**config.mk**
```make
export PLATFORM = sky130hd
export DESIGN_NAME = vga_scan_driver
export DESIGN_NICKNAME = d
export VERILOG_FILES = /design/src/rtl/vga_scan_driver.sv
export SDC_FILE = /design/constraint.sdc
export NUM_CORES = 1
export LEC_CHECK = 0
export ABC_AREA = 1
export CORE_MARGIN = 5
export CORE_UTILIZATION = 29
export CTS_BUF_LIST = sky130_fd_sc_hd__clkbuf_4 sky130_fd_sc_hd__clkbuf_8 sky130_fd_sc_hd__clkbuf_16
export DETAILED_ROUTE_END_ITERATION = 12
export SLEW_MARGIN = 15
export SYNTH_ARGS = -nofsm -noshare
export SYNTH_HDL_FRONTEND = slang
export SYNTH_SLANG_ARGS = --single-unit
```
**constraint.sdc**
```tcl
create_clock -name clk -period 3.6 [get_ports clk]
set_input_delay 0.72 -clock clk [delete_from_list [all_inputs] [get_ports clk]]
set_output_delay 0.72 -clock clk [all_outputs]
set_load 0.02 [all_outputs]
```
**src/rtl/vga_scan_driver.sv**
```systemverilog
// vga_scan_driver
// Scan-side master of the pixel-layer interface. Generates raster coordinates
// for the layer blocks, composites the layer reply over the background colour,
// and drives the VGA pins with sync, blanking and colour all registered together
// one pixel behind the coordinates. Also emits a per-frame tick at vblank start.

`default_nettype none

module vga_scan_driver #(
  parameter int CLK_DIV  = 4,
  parameter int H_ACTIVE = 640,
  parameter int H_FP     = 16,
  parameter int H_SYNC   = 96,
  parameter int H_BP     = 48,
  parameter int V_ACTIVE = 480,
  parameter int V_FP     = 10,
  parameter int V_SYNC   = 2,
  parameter int V_BP     = 33
) (
  input  logic        clk,
  input  logic        reset_n,
  input  logic        layer_hit,
  input  logic [11:0] layer_rgb,
  input  logic [11:0] bg_rgb,
  output logic [9:0]  x,
  output logic [9:0]  y,
  output logic        pix_tick,
  output logic        hsync,
  output logic        vsync,
  output logic        video_on,
  output logic [11:0] rgb,
  output logic        frame_tick
);

  // Raster geometry
  localparam int H_TOTAL = H_ACTIVE + H_FP + H_SYNC + H_BP;
  localparam int V_TOTAL = V_ACTIVE + V_FP + V_SYNC + V_BP;

  // Divider width; a divide-by-one still needs a one-bit counter
  localparam int DIV_W = (CLK_DIV > 1) ? $clog2(CLK_DIV) : 1;

  // Sized compare constants so every comparison is 10-bit against 10-bit
  localparam logic [DIV_W-1:0] DIV_LAST   = DIV_W'(CLK_DIV - 1);
  localparam logic [9:0]       H_LAST     = 10'(H_TOTAL - 1);
  localparam logic [9:0]       V_LAST     = 10'(V_TOTAL - 1);
  localparam logic [9:0]       H_VIS      = 10'(H_ACTIVE);
  localparam logic [9:0]       V_VIS      = 10'(V_ACTIVE);
  localparam logic [9:0]       V_VIS_LAST = 10'(V_ACTIVE - 1);
  localparam logic [9:0]       HS_BEGIN   = 10'(H_ACTIVE + H_FP);
  localparam logic [9:0]       HS_END     = 10'(H_ACTIVE + H_FP + H_SYNC);
  localparam logic [9:0]       VS_BEGIN   = 10'(V_ACTIVE + V_FP);
  localparam logic [9:0]       VS_END     = 10'(V_ACTIVE + V_FP + V_SYNC);

  // State
  logic [DIV_W-1:0] div_q, div_d;
  logic [9:0]       h_cnt_q, h_cnt_d;
  logic [9:0]       v_cnt_q, v_cnt_d;
  logic             hsync_q, hsync_d;
  logic             vsync_q, vsync_d;
  logic             video_on_q, video_on_d;
  logic [11:0]      rgb_q, rgb_d;
  logic             frame_tick_q, frame_tick_d;

  // Per-pixel decode of the current coordinates
  logic             tick;
  logic             act;
  logic             hs_n;
  logic             vs_n;
  logic [11:0]      pix;
  logic             vblank_start;

  // Pixel-rate strobe from the clock divider
  always_comb begin
    tick  = (div_q == DIV_LAST);
    div_d = tick ? '0 : div_q + 1'b1;
  end

  // Horizontal/vertical counters; both wrap so they never leave range
  always_comb begin
    h_cnt_d = h_cnt_q;
    v_cnt_d = v_cnt_q;
    if (tick) begin
      if (h_cnt_q >= H_LAST) begin
        h_cnt_d = '0;
        if (v_cnt_q >= V_LAST) begin
          v_cnt_d = '0;
        end else begin
          v_cnt_d = v_cnt_q + 10'd1;
        end
      end else begin
        h_cnt_d = h_cnt_q + 10'd1;
      end
    end
  end

  // Visibility, sync windows and composite colour for the current pixel
  always_comb begin
    act          = (h_cnt_q < H_VIS) && (v_cnt_q < V_VIS);
    hs_n         = !((h_cnt_q >= HS_BEGIN) && (h_cnt_q < HS_END));
    vs_n         = !((v_cnt_q >= VS_BEGIN) && (v_cnt_q < VS_END));
    vblank_start = (h_cnt_q == H_LAST) && (v_cnt_q == V_VIS_LAST);
    // Blanking selects a constant first, so undriven layer inputs outside
    // the visible area can never reach the pins.
    pix = 12'h000;
    if (act) begin
      if (layer_hit) begin
        pix = layer_rgb;
      end else begin
        pix = bg_rgb;
      end
    end
  end

  // Pin-side registers: all four load on the same tick so they stay aligned
  always_comb begin
    hsync_d      = hsync_q;
    vsync_d      = vsync_q;
    video_on_d   = video_on_q;
    rgb_d        = rgb_q;
    frame_tick_d = 1'b0;
    if (tick) begin
      hsync_d      = hs_n;
      vsync_d      = vs_n;
      video_on_d   = act;
      rgb_d        = pix;
      frame_tick_d = vblank_start;
    end
  end

  // State registers with asynchronous active-low reset back to (0,0)
  always_ff @(posedge clk or negedge reset_n) begin
    if (!reset_n) begin
      div_q        <= '0;
      h_cnt_q      <= '0;
      v_cnt_q      <= '0;
      hsync_q      <= 1'b1;
      vsync_q      <= 1'b1;
      video_on_q   <= 1'b0;
      rgb_q        <= 12'h000;
      frame_tick_q <= 1'b0;
    end else begin
      div_q        <= div_d;
      h_cnt_q      <= h_cnt_d;
      v_cnt_q      <= v_cnt_d;
      hsync_q      <= hsync_d;
      vsync_q      <= vsync_d;
      video_on_q   <= video_on_d;
      rgb_q        <= rgb_d;
      frame_tick_q <= frame_tick_d;
    end
  end

  assign x          = h_cnt_q;
  assign y          = v_cnt_q;
  assign pix_tick   = tick;
  assign hsync      = hsync_q;
  assign vsync      = vsync_q;
  assign video_on   = video_on_q;
  assign rgb        = rgb_q;
  assign frame_tick = frame_tick_q;

endmodule

`default_nettype wire

```
# Word level (Yosys, flattened, before mapping)
# Cells that the tools add are included.
# op_classes
eq_ne,3
add_sub_neg,3
order_cmp,8
reduce_logical,7
muxes,6
# op_table
op,n
$ge A10 B10 Y1 const B,3
$mux W12,2
$add A10 B1 Y10 const B,2
$lt A10 B10 Y1 const B,2
$lt A10 B9 Y1 const B,2
$mux W10,2
$eq A10 B10 Y1 const B,1
$eq A10 B9 Y1 const B,1
$ge A10 B9 Y1 const B,1
$logic_and A1 B1 Y1,4
$add A2 B1 Y2 const B,1
$eq A2 B2 Y1 const B,1
$logic_not A1 Y1,2
$mux W2,1
$reduce_and A2 Y1,1
$mux W1,1
# totals
output_inout_bits,37
wordCells,35
reg_bits,38
inputBits,27

# Logic depth before layout (Yosys ltp)
# Gate-level depths: netlist of run 1.
# logic_depth
depth_word,3
ltp_mapped,9
ltp_nobuf,9

# Least setup slack after synthesis of run 1
# No wires, ideal clock.
# synth_path
path_kind,register to register
startpoint,reg h_cnt_q[0] (netlist: x[0])
endpoint,reg v_cnt_q[8] (netlist: y[8])
required_ns,3.482
arrival_time_ns,1.364
path_slack_ns,2.118
synth_period_minus_slack_ns,1.482
setup_ns,0.118
n_path_buf,1
stages_incl_launch_ff,9
cell_sequence,dfrtp_1 > ha_1 > nand2_1 > nor2_4 > o21ai_4 > nor2_8 > buf_8 > nand2_1 > nand2_1
# synth_between
elab_chain_len,2
# synth_rtl
item,line_no,rtl
start: declaration,56,"logic [9:0] h_cnt_q, h_cnt_d;"
start signal: assignment,143,h_cnt_q <= h_cnt_d;
$ge A10 B10 Y1,83,if (h_cnt_q >= H_LAST) begin
$reduce_and A2 Y1 (no source line),n/a,
end signal: assignment,144,v_cnt_q <= v_cnt_d;
end: declaration,57,"logic [9:0] v_cnt_q, v_cnt_d;"
# Every way passes these cells.
# A chain may end at the register's enable or synchronous reset.

# Worst setup path after layout of run 1
# layout_path
startpoint,reg div_q[0]
endpoint,out pix_tick
# layout_between
elab_chain_len,1
# layout_rtl
item,line_no,rtl
start: declaration,55,"logic [DIV_W-1:0] div_q, div_d;"
start signal: assignment,142,div_q <= div_d;
$eq A2 B2 Y1,74,tick = (div_q == DIV_LAST);
end: declaration,27,"output logic pix_tick,"
# Every way passes these cells.

==> results of run 1 <==
-- state kept, by name (all words and copies together) (netlist names) --
signal,flops
video_on,1
y,10
x,10
vsync,1
frame_tick,1
div_q,2
hsync,1
rgb,12
-- through the flow --
stage	setup WS [ps]	instance area (µm²)	power [µW]
2_1_floorplan	2118	2071	486.2
3_3_place_gp	1409	2778	548.3
3_5_place_dp	1390	2778	548.9
4_1_cts	1058	2887	916.7
5_1_grt	960.7	2887	943.3
6_report	1101	2887	898.1
-- logic make-up (layout without fill, tap and decap cells) --
family	after synthesis	count (layout)	share of synthesized area (%)
mux	12	12	5.801
flops	38	38	46.04
buf+inv	29	95	6.223
simple gates	129	129	27.92
fa+ha+maj	5	5	3.021
xor+xnor	7	7	2.961
compound gates	24	24	8.036
-- layer usage --
metal,wire [µm],vias to the layer above,GRT usage (%)
met5,0,-,0
met4,61,0,3.606
met3,464,7,5.179
met2,2218,52,19.56
met1,2179,796,14.52
li1,-,909,-
-- final timing paths --
path	from	endpoint	slack, ps
hold reg to reg	div_q[0]	div_q[0]	430
hold / removal	div_q[0]	div_q[0]	430
min in group asynchronous	reset_n	x[1]	540
setup / recovery	div_q[0]	pix_tick	1100
setup reg to reg	div_q[0]	rgb[0]	1490
max in group asynchronous	reset_n	x[2]	2500
-- synth_stat cells, drive strengths merged --
cell type	n	area [µm²]
a21oi	2	10.01
a31oi	2	12.51
buf	3	31.27
clkbuf	2	7.510
clkinv	1	3.750
dfrtp	36	900.9
dfstp	2	52.55
ha	5	62.56
inv	23	86.33
mux2i	12	120.1
nand2	70	265.3
nand3	17	85.08
nand3b	1	7.510
nand4	2	18.77
nor2	34	171.4
nor3	5	30.03
o21a	1	7.510
o21ai	19	136.4
xnor2	2	17.52
xor2	5	43.79
-- placed cells by master, fill, tap and decap left out, types with 3 or more instances in the layout --
master,instances
clkbuf_8,5
clkdlybuf4s50_1,62
dfrtp_1,36
ha_1,5
inv_1,20
inv_2,3
mux2i_1,12
nand2_1,69
nand3_1,17
nor2_1,28
nor2_4,3
nor3_1,4
o21ai_0,9
o21ai_2,8
xor2_1,5
-- worst register-to-register path, delay by kind of cell (launching register included) --
kind                     cells  cell delay [ps]
buffers and inverters        1              280
adder cells (fa/ha/maj)      1              440
AO/OA/AOI/OAI                1              310
flip-flops                   1              350
AND/OR/NAND/NOR              2              630
-- cell type report --
cell class	instances	area (µm²)	share of cell area, %
clock inverters	3	40.04	1.387
well taps	96	120.1	4.161
repair buffers	63	625.6	21.67
multi-input cells	177	988.4	34.24
flip-flops and latches	38	953.4	33.03
inverters	24	90.09	3.121
clock buffers	5	68.82	2.384
-- power groups by stage --
| stage | Combinational [µW] | Clock (µW) | Sequential, µW |
|---|---|---|---|
| after floorplan | 22.6 | 0 | 464 |
| after global placement | 97.9 | 0 | 450 |
| after detailed placement | 97.9 | 0 | 451 |
| after CTS | 98.2 | 376 | 443 |
| after global routing | 106 | 393 | 445 |
| final | 95.8 | 360 | 443 |
==> impl_metrics.csv, run 1 <==
group,metric,value,unit
detailed_routing,drt.antenna.violating_nets,0,
timing,setup_tns,0,ps
global_routing,antenna_found_initial,0,
detailed_routing,wl_per_cell,12.13,µm
pwr,sw_frac_of_total,22.72,%
die,initial_core_util,30.15,%
die,fp-row-count,30,
cells_and_area,fill_cells,720,
job,cap_violations,0,
detailed_routing,vias,1764,
pwr,cellLeakagePower,0.001325,µW
setup_path,critPathRequiredTime,2880,ps
clocking,cts_tree,"done",
setup_path,cp.depth,2,
yosys,synth-seq-area-share,46.04,%
global_routing,track_usage,12.06,%
setup_path,crit_chain,"ha_1 -> clkdlybuf4s50_1",
die,pin_count,64,
min_path,min_path_cells,1,
cells_and_area,diodes,0,
cells_and_area,drive_above_1_share,10.32,%
setup_path,cp_data_arrival_time,1780,ps
global_routing,grt_overflow_total,0,
cells_and_area,finish.utilization,42.02,%
clocking,cts-root-buf,"clkbuf_8",
timing,fin_crit_sh,69.42,%
die,die_h,94.50,µm
timing,fmax,400.1,MHz
yosys,synthDistinctLibCells,32,
cells_and_area,nets,341,
setup_path,cp_slowest_cell,"clkdlybuf4s50_1",
timing,relSlewSlack,41.18,%
global_routing,grt_max_degree,39,
clocking,cts_buffer_depth,2,
yosys,synthCells,244,
cells_and_area,syn2layout_area_growth,39.40,%
global_routing,grt_pass1_vias,1866,
timing,worst_slew_pin_slew,882.3,ps
yosys,yosys_register_bits,38,
detailed_routing,drt_wl_total,4.924,mm
detailed_routing,drc,0,
clocking,clock_latency,290,ps
clocking,h-tree-depth,2,
yosys,syn_nets,276,
setup_path,critPathKind,"reg2out",
timing,rsz0062_at_grt,"false",
clocking,clkSinkCount,38,
setup_path,cpPeakStageDelay,700,ps
detailed_routing,drt_pass1_iterations,4,
global_routing,grt_first_pass_wirelength,8.569,mm
placement,placed_cells,398,
pwr,switchingPower,204.0,µW
timing,hold_viol_final,0,
pwr,ir_worst_vdd,0.1328,mV
clocking,cts_hold_buf,0,
outcome,status,"finished, final reports clean",
pwr,p_clk_share,40.0,%
timing,clock_skew,6.007,ps
pwr,seq_power_share,49.3,%
setup_path,path_buf_inv,1,
die,core,0.006869,mm²
pwr,powerDensity,311.1,mW/mm²
clocking,cts-buffers-inserted,5,
yosys,yosysWarnings,0,
clocking,post_cts_buffers,0,
die,die_x,94.50,µm
timing,drv_slew,0,
timing,setup_viol_count_final,0,
detailed_routing,drt-initial-drc-count,65,
timing,fin_crit,2499,ps
setup_path,critPathCaptureType,"output port",
detailed_routing,vias_per_cell,4.345,
yosys,netlist_area,0.002071,mm²
cells_and_area,final_cells,406,
placement,gp_congestion,0.8415,
min_path,hp-class,"reg2reg",
pwr,internal_power,694.0,µW
die,die_area,0.008930,mm²
clocking,clkTransAtPathRegs,70,ps
timing,holdWs,429.0,ps
setup_path,startpoint_type,"flop",
placement,io_buffer_count,63,
yosys,avgSynthCellArea,8.487,µm²
clocking,post_cts_resize_count,0,
setup_path,path_delay_family,"buffers and inverters",
placement,dp_hpwl,3.685,mm
setup_path,cp_max_fo,14,
pwr,pwr-share-comb,10.7,%
setup_path,rr_worst_depth,5,
Note: power is estimated with default switching activity, not from simulation.
==> run 2, diff against run 1 <==
- clock period: 3.6 -> 2.42 ns (I/O delays scaled with it)
==> run 2 against run 1 <==
- sequential power up 49%
- highest routed layer unchanged
- largest power group is now clock
- non-clock buffer count increased by 2
- worst hold slack worse by 130 ps
- die area stayed put
- count of clock-buffer cells in the layout grew 1
- core utilization up 0.71 points
==> impl_metrics.csv, run 2 (synthesized netlist as in run 1, its figures left out) <==
group,metric,value,unit
outcome,status,"finished, final reports clean",
setup_path,r2r_start,"div_q[0]",
clocking,post_cts_resize_count,0,
timing,fmax,482.4,MHz
pwr,power,1469,µW
die,core,0.006869,mm²
pwr,seq_power_share,44.8,%
timing,setup_tns,0,ps
pwr,internal_power,1170,µW
global_routing,antenna_found_initial,0,
pwr,pwr-share-comb,9.7,%
cells_and_area,nets,343,
timing,fin_crit_sh,85.66,%
die,die_area,0.008930,mm²
timing,fin_crit,2073,ps
global_routing,grt_overflow_total,0,
die,die_h,94.50,µm
timing,rsz0062_at_grt,"false",
cells_and_area,diodes,0,
die,fp-row-count,30,
timing,clock_skew,5.582,ps
cells_and_area,final_common_cell,"nand2_1",
clocking,h-tree-depth,2,
clocking,cts-root-buf,"clkbuf_8",
detailed_routing,wl_per_cell,11.86,µm
detailed_routing,vias,1779,
detailed_routing,drt_pass1_iterations,4,
setup_path,critPathKind,"reg2out",
clocking,clkTransAtPathRegs,80,ps
detailed_routing,drt_wl_total,4.839,mm
timing,worst_slew_pin_slew,843.7,ps
setup_path,critPathCaptureType,"output port",
clocking,post_cts_buffers,0,
pwr,powerDensity,500.6,mW/mm²
clocking,cts_hold_buf,0,
placement,dp_hpwl,3.596,mm
timing,drv_slew,0,
setup_path,cp_slowest_cell,"clkdlybuf4s50_1",
setup_path,startpoint_type,"flop",
cells_and_area,largest_reg_flops,12,
timing,relSlewSlack,43.75,%
timing,hold_viol_final,0,
setup_path,rr_worst_depth,5,
setup_path,rrSetupSlack,600,ps
die,initial_core_util,30.15,%
cells_and_area,layout_common_cells,"nand2_1, clkdlybuf4s50_1, dfrtp_1",
setup_path,crit_chain,"ha_1 -> clkdlybuf4s50_1",
global_routing,grt_max_degree,39,
setup_path,critPathRequiredTime,1940,ps
detailed_routing,drt.antenna.violating_nets,0,
global_routing,grt_pass1_vias,1841,
setup_path,r2r-end,"rgb[1]",
setup_path,cp_data_arrival_time,1590,ps
clocking,clock_latency,290,ps
clocking,cts_buffer_depth,2,
cells_and_area,syn2layout_area_growth,41.75,%
cells_and_area,fill_cells,668,
pwr,switchingPower,299.9,µW
pwr,sw_frac_of_total,20.41,%
global_routing,track_usage,11.68,%
pwr,cellLeakagePower,0.001349,µW
min_path,hp-class,"in2async",
timing,setup_viol_count_final,0,
die,die_x,94.50,µm
setup_path,cpPeakStageDelay,660,ps
detailed_routing,drt-initial-drc-count,70,
detailed_routing,vias_per_cell,4.360,
clocking,cts-buffers-inserted,5,
detailed_routing,drc,0,
global_routing,grt_first_pass_wirelength,8.438,mm
clocking,cts_tree,"done",
die,pin_count,64,
placement,io_buffer_count,63,
pwr,ir_worst_vdd,0.1962,mV
pwr,p_clk_share,45.5,%
clocking,clkSinkCount,38,
setup_path,cp_max_fo,6,
placement,gp_congestion,0.8172,
job,cap_violations,0,
cells_and_area,drive_above_1_share,10.90,%
==> run 2: cell count changes in the layout (fill, tap and decap cells not counted) <==
cell / change
clkbuf_8: +1
bufinv_16: +1
clkinv_2: -2
buf_4: +2
==> run 2: metal layers <==
metal  routed length [µm]  vias to the layer above  GRT usage, %
met2                 2099                       58         18.26
li1                     -                      914             -
met5                    0                        -             0
met4                   43                        0         2.524
met3                  416                        6         5.259
met1                 2279                      801         14.90
==> run 2: worst max-delay path by stage <==
stage	start	endpoint	slack [ps]	cells after the start
floorplan	x[0]	y[8]	940	8
global placement	div_q[0]	rgb[1]	630	5
detailed placement	div_q[0]	rgb[1]	550	5
CTS	div_q[0]	pix_tick	330	2
global route	div_q[0]	pix_tick	260	2
finish	div_q[0]	pix_tick	350	2
==> run 2: layout make-up <==
| type | count | area (µm²) | share of cell area [%] |
|---|---|---|---|
| clock buffers | 6 | 82.58 | 2.813 |
| clock inverters | 2 | 60.06 | 2.046 |
| inverters | 24 | 90.09 | 3.069 |
| multi-input cells | 177 | 988.4 | 33.67 |
| flip-flops and latches | 38 | 953.4 | 32.48 |
| well taps | 96 | 120.1 | 4.092 |
| repair buffers | 65 | 640.6 | 21.82 |
==> run 2: power groups by stage <==
stage | clock network [µW] | registers [µW] | logic (µW)
finish | 669 | 659 | 142
global placement | 0 | 670 | 146
detailed placement | 0 | 671 | 146
floorplan | 0 | 690 | 33.6
CTS | 687 | 659 | 146
global route | 717 | 661 | 156
==> run 2: critical path: cells and delay by family, from the launching register on <==
kind | cells | cell delay (ps)
buf+inv | 1 | 660
flops | 1 | 350
fa+ha+maj | 1 | 290
==> run 2: through the flow <==
| step | setup slack, ps | hold WS (ps) | area [µm²] | utilization (%) | cells |
|---|---|---|---|---|---|
| after global routing | 258.0 | 396.4 | 2935 | 42.73 | 408 |
| after global placement | 626.1 | 414.6 | 2793 | 40.66 | 400 |
| final | 346.9 | 296.4 | 2935 | 42.73 | 408 |
| after floorplan | 938.1 | 188.4 | 2071 | - | 244 |
| after detailed placement | 555.0 | 424.5 | 2793 | 40.66 | 400 |
| after CTS | 330.1 | 339.1 | 2935 | 42.73 | 408 |
==> run 3, diff against run 2 <==
- CORE_ASPECT_RATIO: default -> 2
- SKIP_CTS_REPAIR_TIMING: default -> 1
==> run 3 against run 2 <==
- count of clock-buffer cells in the layout stayed put
- largest cell class unchanged
- critical path type unchanged
- clock power is 2% lower
- cell count is 1.7% lower
==> impl_metrics.csv, run 3 (synthesized netlist as in run 1, its figures left out) <==
group,metric,value,unit
outcome,status,"finished, final reports clean",
clocking,cts-root-buf,"clkbuf_16",
setup_path,cpPeakStageDelay,710,ps
timing,setup_tns,0,ps
pwr,pwr-share-comb,9.7,%
detailed_routing,drc,0,
clocking,h-tree-depth,2,
global_routing,antenna_found_initial,0,
timing,fin_crit_sh,92.82,%
die,die_h,129.5,µm
setup_path,startpoint_type,"flop",
timing,clock_skew,9.834,ps
timing,hold_viol_final,0,
timing,worst_slew_pin_slew,842.5,ps
timing,relSlewSlack,43.84,%
setup_path,cp-startpoint,"div_q[0]",
pwr,internal_power,1139,µW
detailed_routing,drt-initial-drc-count,75,
global_routing,grt_max_degree,39,
cells_and_area,syn2layout_area_growth,41.45,%
placement,io_buffer_count,63,
global_routing,grt_pass1_vias,1848,
pwr,powerDensity,498.2,mW/mm²
die,core,0.006940,mm²
pwr,switchingPower,320.8,µW
cells_and_area,layout_common_cells,"nand2_1, clkdlybuf4s50_1, dfrtp_1",
pwr,cellLeakagePower,0.001345,µW
setup_path,r2r_start,"div_q[0]",
cells_and_area,nets,342,
cells_and_area,largest_reg_flops,12,
global_routing,grt_overflow_total,0,
clocking,cts_tree,"done",
timing,rsz0062_at_grt,"false",
setup_path,cp_data_arrival_time,1760,ps
detailed_routing,drt_pass1_iterations,4,
job,cap_violations,0,
die,pin_count,64,
setup_path,crit_chain,"ha_1 -> clkdlybuf4s50_1",
setup_path,critPathRequiredTime,1940,ps
timing,fmax,445.2,MHz
detailed_routing,drt.antenna.violating_nets,0,
clocking,clock_latency,280,ps
cells_and_area,multi_input_area,988.4,µm²
pwr,seq_power_share,45.3,%
setup_path,cp_slowest_cell,"clkdlybuf4s50_1",
detailed_routing,drt_wl_total,5.050,mm
cells_and_area,seqCellArea,953.4,µm²
die,initial_core_util,29.84,%
pwr,ir_worst_vdd,0.3745,mV
timing,setup_viol_count_final,0,
setup_path,critPathKind,"reg2out",
cells_and_area,final_common_cell,"nand2_1",
timing,drv_slew,0,
die,die_x,69.75,µm
global_routing,grt_first_pass_wirelength,8.487,mm
cells_and_area,drive_above_1_share,10.61,%
placement,gp_congestion,0.8833,
min_path,hp-class,"in2async",
global_routing,track_usage,11.88,%
pwr,p_clk_share,45.0,%
clocking,clkSinkCount,38,
pwr,sw_frac_of_total,21.98,%
clocking,cts-buffers-inserted,5,
die,fp-row-count,43,
detailed_routing,wl_per_cell,12.59,µm
die,die_area,0.009033,mm²
detailed_routing,vias_per_cell,4.496,
cells_and_area,fill_cells,688,
placement,dp_hpwl,4.017,mm
cells_and_area,diodes,0,
clocking,cts_buffer_depth,2,
detailed_routing,vias,1803,
timing,holdWs,303.8,ps
setup_path,cp_max_fo,14,
timing,fin_crit,2246,ps
setup_path,critPathCaptureType,"output port",
clocking,clkTransAtPathRegs,60,ps
-- run 3: critical path, delay by kind of cell, from the launching register on --
family	cells	cell delay, ps
flip-flops	1	340
buffers and inverters	1	710
adder cells (fa/ha/maj)	1	430
-- run 3: power by group through the flow --
stage	Sequential (µW)	Combinational [µW]	Clock, µW
after floorplan	690	33.6	0
after global placement	672	143	0
after detailed placement	672	145	0
after CTS	661	145	676
after global routing	663	154	702
final	661	142	657
-- run 3: area by class of cell --
type                       instances  share of cell area [%]
clock buffer                       6                   4.742
clock inverter                     2                  0.4272
inverter                          24                   3.076
multi-input combinational        177                   33.75
sequential                        38                   32.55
tap                               90                   3.845
timing repair buffer              64                   21.61
-- run 3: metal layers --
layer / vias to the layer above / global-route usage [%] / share of wire (%)
li1: 912 / - / -
met1: 833 / 11.57 / 35
met2: 49 / 22.69 / 56
met3: 9 / 3.494 / 6.7
met4: 0 / 5.530 / 2.5
met5: - / 0 / 0
-- run 3: stage by stage --
stage          total power [µW]  util [%]  std cells  instance area [µm²]  worst slack, ps
6_report                   1459     42.20        401                 2929            173.8
5_1_grt                    1519     42.20        401                 2929            62.34
4_1_cts                    1482     42.20        401                 2929            170.1
3_5_place_dp              817.0     40.02        393                 2778            327.3
3_3_place_gp              815.5     40.02        393                 2778            440.4
2_1_floorplan             723.2         -        244                 2071            938.1
-- run 3: path summary, 6_finish.rpt --
| kind | to | cells after the start | slack, ps |
|---|---|---|---|
| worst max-delay path | pix_tick | 2 | 170 |
| worst min-delay path | y[2] | 1 | 300 |
| worst max register to register | rgb[0] | 5 | 380 |
| worst min register to register | div_q[0] | 1 | 430 |
| max in group asynchronous | x[8] | 1 | 1570 |
| min in group clk | div_q[0] | 1 | 430 |
